===== src/rtl/cdf_generator.sv =====
// -----------------------------------------------------------------------------
// cdf_generator
//   Producer side of the histogram-equalisation divider interface. A frame of
//   NUM_PIXELS pixels is first binned into a 2^PIX_W-entry histogram. The bins
//   are then walked in order, and each bin's running cumulative count is
//   presented on cdf_out. A one-cycle div_en pulse starts the divider, and the
//   block waits for ready_g_out before it moves on to the next bin.
//
// Ports
//   clk          in   1      clock, rising edge
//   reset        in   1      synchronous, active-high reset
//   pix_valid    in   1      pix_in valid this cycle
//   pix_in       in   PIX_W  pixel gray level
//   pix_ready    out  1      pixel accepted when pix_valid & pix_ready
//   cdf_out      out  CNT_W  cumulative count for bin bin_idx (divider cdf_in)
//   div_en       out  1      one-cycle divider start pulse
//   ready_g_out  in   1      divider finished the current bin
//   bin_idx      out  PIX_W  bin currently presented on cdf_out
//   frame_done   out  1      one-cycle pulse after the last bin completes
// -----------------------------------------------------------------------------
module cdf_generator #(
  parameter int NUM_PIXELS = 64,
  parameter int PIX_W      = 8,
  parameter int CNT_W      = 8
) (
  input  logic             clk,
  input  logic             reset,
  input  logic             pix_valid,
  input  logic [PIX_W-1:0] pix_in,
  output logic             pix_ready,
  output logic [CNT_W-1:0] cdf_out,
  output logic             div_en,
  input  logic             ready_g_out,
  output logic [PIX_W-1:0] bin_idx,
  output logic             frame_done
);

  localparam int NBINS = 2 ** PIX_W;
  localparam int PC_W  = $clog2(NUM_PIXELS + 1);

  localparam logic [PC_W-1:0]  LAST_PIX = PC_W'(NUM_PIXELS - 1);
  localparam logic [PC_W-1:0]  PIX_ONE  = {{(PC_W-1){1'b0}}, 1'b1};
  localparam logic [PC_W-1:0]  PIX_ZERO = {PC_W{1'b0}};
  localparam logic [PIX_W-1:0] BIN_ONE  = {{(PIX_W-1){1'b0}}, 1'b1};
  localparam logic [PIX_W-1:0] BIN_ZERO = {PIX_W{1'b0}};
  localparam logic [PIX_W-1:0] BIN_LAST = {PIX_W{1'b1}};
  localparam logic [CNT_W-1:0] CNT_ONE  = {{(CNT_W-1){1'b0}}, 1'b1};
  localparam logic [CNT_W-1:0] CNT_ZERO = {CNT_W{1'b0}};
  localparam logic [CNT_W-1:0] CNT_MAX  = {CNT_W{1'b1}};

  typedef enum logic [2:0] {
    ST_ACCUM  = 3'd0,
    ST_LOAD   = 3'd1,
    ST_SETTLE = 3'd2,
    ST_START  = 3'd3,
    ST_WAIT   = 3'd4
  } state_t;

  state_t           state_r;
  state_t           state_s;
  logic [CNT_W-1:0] hist_r [NBINS];
  logic [PC_W-1:0]  pix_cnt_r;
  logic [CNT_W-1:0] sum_r;
  logic [CNT_W-1:0] sum_next_s;
  logic             xfer_s;
  logic             last_pix_s;
  logic             last_bin_s;

  // Unsigned add that clamps at the counter maximum instead of wrapping.
  function automatic logic [CNT_W-1:0] sat_add(input logic [CNT_W-1:0] a,
                                               input logic [CNT_W-1:0] b);
    logic [CNT_W:0] s;
    s = {1'b0, a} + {1'b0, b};
    if (s[CNT_W]) begin
      sat_add = CNT_MAX;
    end else begin
      sat_add = s[CNT_W-1:0];
    end
  endfunction

  // Decode accepted pixels, frame/bin boundaries and the next cumulative sum.
  always_comb begin
    xfer_s     = (state_r == ST_ACCUM) && pix_valid;
    last_pix_s = (pix_cnt_r == LAST_PIX);
    last_bin_s = (bin_idx == BIN_LAST);
    sum_next_s = sat_add(sum_r, hist_r[bin_idx]);
  end

  // Next-state logic. ready_g_out is only looked at in ST_WAIT.
  always_comb begin
    state_s = state_r;
    case (state_r)
      ST_ACCUM: begin
        if (xfer_s && last_pix_s) begin
          state_s = ST_LOAD;
        end else begin
          state_s = ST_ACCUM;
        end
      end
      ST_LOAD:   state_s = ST_SETTLE;
      ST_SETTLE: state_s = ST_START;
      ST_START:  state_s = ST_WAIT;
      ST_WAIT: begin
        if (ready_g_out) begin
          if (last_bin_s) begin
            state_s = ST_ACCUM;
          end else begin
            state_s = ST_LOAD;
          end
        end else begin
          state_s = ST_WAIT;
        end
      end
      default: state_s = ST_ACCUM;
    endcase
  end

  // State register.
  always_ff @(posedge clk) begin
    if (reset) begin
      state_r <= ST_ACCUM;
    end else begin
      state_r <= state_s;
    end
  end

  // Histogram, running sum, pixel count and registered outputs.
  always_ff @(posedge clk) begin
    if (reset) begin
      for (int i = 0; i < NBINS; i++) begin
        hist_r[i] <= CNT_ZERO;
      end
      pix_cnt_r  <= PIX_ZERO;
      sum_r      <= CNT_ZERO;
      cdf_out    <= CNT_ZERO;
      bin_idx    <= BIN_ZERO;
      pix_ready  <= 1'b1;
      div_en     <= 1'b0;
      frame_done <= 1'b0;
    end else begin
      // Output flags are derived from the next state so that they line up
      // with the state they belong to.
      pix_ready  <= (state_s == ST_ACCUM);
      div_en     <= (state_s == ST_START);
      frame_done <= (state_r == ST_WAIT) && ready_g_out && last_bin_s;
      case (state_r)
        ST_ACCUM: begin
          if (xfer_s) begin
            hist_r[pix_in] <= sat_add(hist_r[pix_in], CNT_ONE);
            pix_cnt_r      <= pix_cnt_r + PIX_ONE;
          end
        end
        ST_LOAD: begin
          // Emptying the bin here leaves the histogram clean for the next frame.
          cdf_out         <= sum_next_s;
          sum_r           <= sum_next_s;
          hist_r[bin_idx] <= CNT_ZERO;
        end
        ST_WAIT: begin
          if (ready_g_out) begin
            if (last_bin_s) begin
              pix_cnt_r <= PIX_ZERO;
              sum_r     <= CNT_ZERO;
              bin_idx   <= BIN_ZERO;
            end else begin
              bin_idx <= bin_idx + BIN_ONE;
            end
          end
        end
        default: begin
        end
      endcase
    end
  end

endmodule


===== config.mk =====
export PLATFORM = sky130hd
export DESIGN_NAME = cdf_generator
export DESIGN_NICKNAME = d
export VERILOG_FILES = /design/src/rtl/cdf_generator.sv
export SDC_FILE = /design/constraint.sdc
export NUM_CORES = 2
export LEC_CHECK = 0
export BUFFER_PORTS_ARGS = -buffer_cell sky130_fd_sc_hd__buf_4
export CORE_ASPECT_RATIO = 1.25
export CORE_MARGIN = 5
export CORE_UTILIZATION = 23
export DETAILED_ROUTE_END_ITERATION = 6
export PLACE_DENSITY = 0.33
export SYNTH_ARGS = -nofsm -noshare
export SYNTH_HDL_FRONTEND = slang
export SYNTH_SLANG_ARGS = --single-unit

===== constraint.sdc =====
create_clock -name clk -period 16.6 [get_ports clk]
set_input_delay 3.32 -clock clk [delete_from_list [all_inputs] [get_ports clk]]
set_output_delay 3.32 -clock clk [all_outputs]
set_load 0.005 [all_outputs]

Word level (Yosys, flattened, before mapping):

Memory sizes are Yosys's and may differ from the RTL's. A register that Yosys moved wholly into a read port is not among the register bits.
Cells that the tools add are included.

* logic and storage cells: 70
* input bits: 12
* bits in writable memories: 2048
* memory bits (read-only): 0
* bits in latches: 0
* memories kept: 1
* bits in registers: 37

Memories
* hist_r: depth 256, width 8, read ports 2, clocked after memory_dff 1, wr ports 256, RTL line 61 `logic [CNT_W-1:0] hist_r [NBINS];`

* div/mod/pow operators: 0
* multiply operators: 0
* multiplexer cells: 34
* add/subtract/negate cells: 4
* bitwise logic cells: 0
* shifts and indexed selects: 0
* reduce and logical (&&, ||, !) cells: 13
* equality and inequality tests: 10
* $lt $le $gt $ge: 0

Operator list (count)
* two-way mux 8 bit: 14
* two-way mux 7 bit: 3
* one-hot mux 8 bit (2 select lines): 1
* OR reduction 8 bit: 2
* one-hot mux 3 bit (5 select lines): 1
* one-hot mux 7 bit (2 select lines): 1
* two-way mux 1 bit: 13
* adder 8 x 1 -> 9 bit, second input constant: 1
* adder 8 x 8 -> 9 bit: 1
* equality test 3 x 2 -> 1 bit, second input constant: 3
* adder 8 x 1 -> 8 bit, second input constant: 1
* equality test 8 bit, second input constant: 1
* adder 7 x 1 -> 7 bit, second input constant: 1
* equality test 7 x 6 -> 1 bit, second input constant: 1
* logical NOT 3 bit: 2
* != test 2 bit, second input constant: 3
* logical AND 1 bit: 4
* AND reduction 4 bit: 1
* nonzero test 2 bit: 2
* equality test 3 x 1 -> 1 bit, second input constant: 1
* equality test 3 bit, second input constant: 1
* two-way mux 3 bit: 1
* AND reduction 3 bit: 1
* AND reduction 2 bit: 1

Logic depth before layout (Yosys ltp):

* depth in word-level cells: 9
* gate-level depth with buffers: 20

Worst setup path after synthesis:

Ideal clock, no wire load.

* path type: input to register
* start point: input port pix_in[0]
* end point: memory hist_r[201][3], data pin
* data arrival time: 6.642 ns
* stages: 18
* setup slack: 9.690 ns
* buffers on the path: 6
* data required time: 16.332 ns
* path through: buf_2 -> buf_6 -> buf_6 -> buf_6 -> mux4_2 -> a22oi_1 -> a21oi_1 -> o41ai_1 -> o311ai_1 -> o311ai_1 -> inv_1 -> ha_1 -> nand4_2 -> nor2_1 -> a311oi_1 -> buf_2 -> buf_2 -> nor3_1

RTL lines
* start, declared: RTL line 29 `input logic [PIX_W-1:0] pix_in,`
* end, declared: RTL line 61

==> run metrics <==
Hold Path Cell Cnt=2; Cell variety after synth=86; via count=about 75000; fraction of layout cells with a size suffix above 1=about a quarter; max-cap violations=0; Worst Skew=0.0985 ns; WP buf/inv=6; failing checks=max-slew violations; Post-synth EDFFs=between 2000 and 2500; worst hold path class=register to register; crit path time final=around 10 ns; CTS tree=built; root buffer selected by CTS=clkbuf_16; Logic pwr share=between 10% and 20%; All-Layer GR Usage=a little over a fifth; CP max stage delay=between 0.9 and 1 ns; drt drc=0; Fin. Hold Viols=0; Max VDD drop=0.107 mV; cell area after layout=~130000 µm²; Synth Warn #=0; Post-CTS Setup Bufs=0; Clk network pwr share=approximately two fifths; Fmax=around 0.1 GHz; Clock Latency Late Sink=between 0.9 and 1 ns; Synth Flop Type=edfxtp_1; GP Congestion=approximately 0.89; Critical Path End Type=register; CTS resizes=0; crit path max fanout=just under 80; synthesized area per cell=about 14 µm²; vias in the first global route=75138; post-synthesis cell area=between 100000 and 150000 µm²; Placeable Area=478000 µm²; Post-Synthesis Cells=about 7700; crit-path cells=buf_8 > buf_12 > buf_4 > mux4_2 > mux2i_1 > buf_4 > a211oi_1 > a2111oi_0 > nand2_1 > and4bb_2 > and2b_1 > a311oi_4 > buf_4 > buf_4 > nor3_1; CTS clk-pin slew, worst paths=approximately 0.06 ns; Net Count, Synth=approximately 7700; H-tree depth=4; critical path data arrival time=approximately 11 ns; initial DRC count=8420; area delta synth->final=13.6%; sequential cell area fraction in the yosys report=56.6%; status=finished with violations; #FFs+latches synth=about 2100; routed vias/inst=5.33; max-slew violations=between 40 and 50; internal power=between 9000 and 10000 µW; first-pass GRT wire length=approximately 740000 µm; post-synthesis async set-or-reset flop share=0%; Critical Path RT=approximately 17 ns; Max transition margin=-10.5%; Most common cell on crit path=buf_4; register share of total power=45.7%; crit path launch type=input port; I/O Buffers=30; CP Class=input port to register; First-pass DRT Iterations=5; FF-to-FF path depth=20; Layout Nets=about 7500; leading cell type in the layout, fill and taps excluded=edfxtp_1; period utilization=61.1%; cell area after placement=around 120000 µm²; crit-path leading delay family=buffers and inverters; Die W=629 µm; CP Depth=15; Multi-input gate area=44600 µm²; sw frac=between 20% and 30%; gr ovfl total=0; commonest cells after routing, fill and taps aside=edfxtp_1 (2048), nor2_1 (1698), mux4_2 (1110), nor3_1 (468), nand2_1 (388); drt wl/cell=between 30 and 40 µm; RSZ-0062 raised after global routing=no; Final Core Density=26.2%; initial antenna violation count=between 40 and 50; IO Count=31; largest net degree at the start of global routing=about 190; CP max-delay cell=buf_4; final setup fails=0; FILL cells=48829; Lkg Pwr=around 0.042 µW; total CTS buffers=237; Die ar.=between 400000 and 500000 µm²; actual slew at the worst max-slew pin=1.66 ns; number of hold buffers added after cts=0; setup TNS=0 ns; Core Rows=around 280; total wire length=556000 µm; Die H=between 700 and 800 µm; clk buf depth=4; Net Sw Power=approximately 3800 µW; ANT nets after route=0; Initial Utilization=~23%; PwrDens=around 110 nW/µm²; Reg area=around 62000 µm²; CTS sink count=between 2000 and 2500; DPL Wire Length=between 300000 and 400000 µm
-- registers in the layout, summed over array words and instances, names as in the netlist, 3 cells and up, named ones only --
| name | count |
|---|---|
| state_r | 3 |
| pix_cnt_r | 7 |
| cdf_out | 8 |
| sum_r | 8 |
| bin_idx | 8 |
| hist_r | 2048 |
-- synthesized netlist by cell type (8+ instances only) --
cell | n | area (µm²)
a21o_1 | 243 | 1820
o211ai_1 | 16 | 120
a211oi_1 | 15 | 113
a21oi_1 | 83 | 415
dfxtp_1 | 45 | 901
buf_4 | 53 | 398
and2_1 | 10 | 62.6
a22o_1 | 10 | 87.6
ha_1 | 11 | 138
inv_1 | 19 | 71.3
buf_6 | 46 | 518
a31oi_1 | 18 | 113
xor2_1 | 8 | 70.1
clkbuf_1 | 312 | 1170
mux4_2 | 1110 | 25000
buf_1 | 62 | 233
nor3_1 | 485 | 2430
mux2_2 | 60 | 676
nand4_1 | 18 | 113
nand2_1 | 388 | 1460
nand2b_1 | 19 | 119
nor4_1 | 13 | 81.3
nor2_1 | 1713 | 6430
o22ai_1 | 44 | 275
nand3b_1 | 11 | 82.6
o21ai_0 | 53 | 265
nand3_1 | 41 | 205
o21bai_1 | 20 | 150
edfxtp_1 | 2048 | 61500
a22oi_1 | 99 | 743
nor2b_1 | 30 | 188
buf_2 | 251 | 1260
mux2i_1 | 197 | 1970
-- tightest hold or removal path: stages, from the launching register on --
cell and delay [ns]:
dfxtp_1 0.31, nand2_1 0.05, a21oi_1 0.05
-- metrics by stage --
| step | setup slack [ns] | cells | power, µW | hold WS, ns |
|---|---|---|---|---|
| finish | 6.46 | 13977 | 13300 | 0.457 |
| global route | 6.32 | 13968 | 13600 | 0.474 |
| CTS | 6.60 | 13938 | 13400 | 0.459 |
| detailed placement | 5.58 | 13512 | 7840 | 0.449 |
| global placement | 4.93 | 13511 | 7830 | 0.450 |
| floorplan | 9.69 | 7674 | 7000 | 0.436 |
-- logic make-up (layout without fill, tap and decap cells) --
family	count (synthesis)	in the layout	synth area share (%)
compound gates	670	670	4.28
xor+xnor	14	14	0.111
fa+ha+maj	12	12	0.143
buf+inv	748	720	3.35
flops	2093	2093	56.6
mux	1369	1369	25.1
other cells	0	39	0
simple gates	2768	2768	10.4
-- final timing paths --
check | slack [ns] | endpoint | from
min reg2reg | 0.46 | cdf_out[5]$_SDFFE_PP0P_ | cdf_out[5]$_SDFFE_PP0P_
max reg2reg | 8.64 | sum_r[4]$_SDFFE_PP0P_ | register
min | 0.46 | cdf_out[5]$_SDFFE_PP0P_ | cdf_out[5]$_SDFFE_PP0P_
max | 6.46 | hist_r[176][3]$_SDFFCE_PN0P_ | pix_in[1]
-- layout make-up --
cell class | instances | area share, %
timing repair buffer | 273 | 1.86
sequential | 2093 | 49.9
inverter | 21 | 0.0670
clock inverter | 159 | 1.37
antenna | 39 | 0.0779
multi-input combinational | 4833 | 35.6
clock buffer | 267 | 4.86
tap | 6292 | 6.29
-- power by group through the flow --
stage	clock (µW)	sequential, µW	combinational, µW
after floorplan	0	6120	880
final	5560	6070	1650
after global routing	5850	6080	1680
after detailed placement	0	6180	1660
after CTS	5680	6070	1660
after global placement	0	6180	1660
-- metal layers --
metal | GRT usage, % | up-vias | part of all wire [%]
met3 | 2.93 | 741 | 5.7
met5 | 0 | - | 0.0097
met4 | 9.97 | 10 | 5.5
met1 | 27.8 | 40941 | 40
li1 | - | 29570 | -
met2 | 37.1 | 3251 | 49
Power figures use the tool's default switching activity.
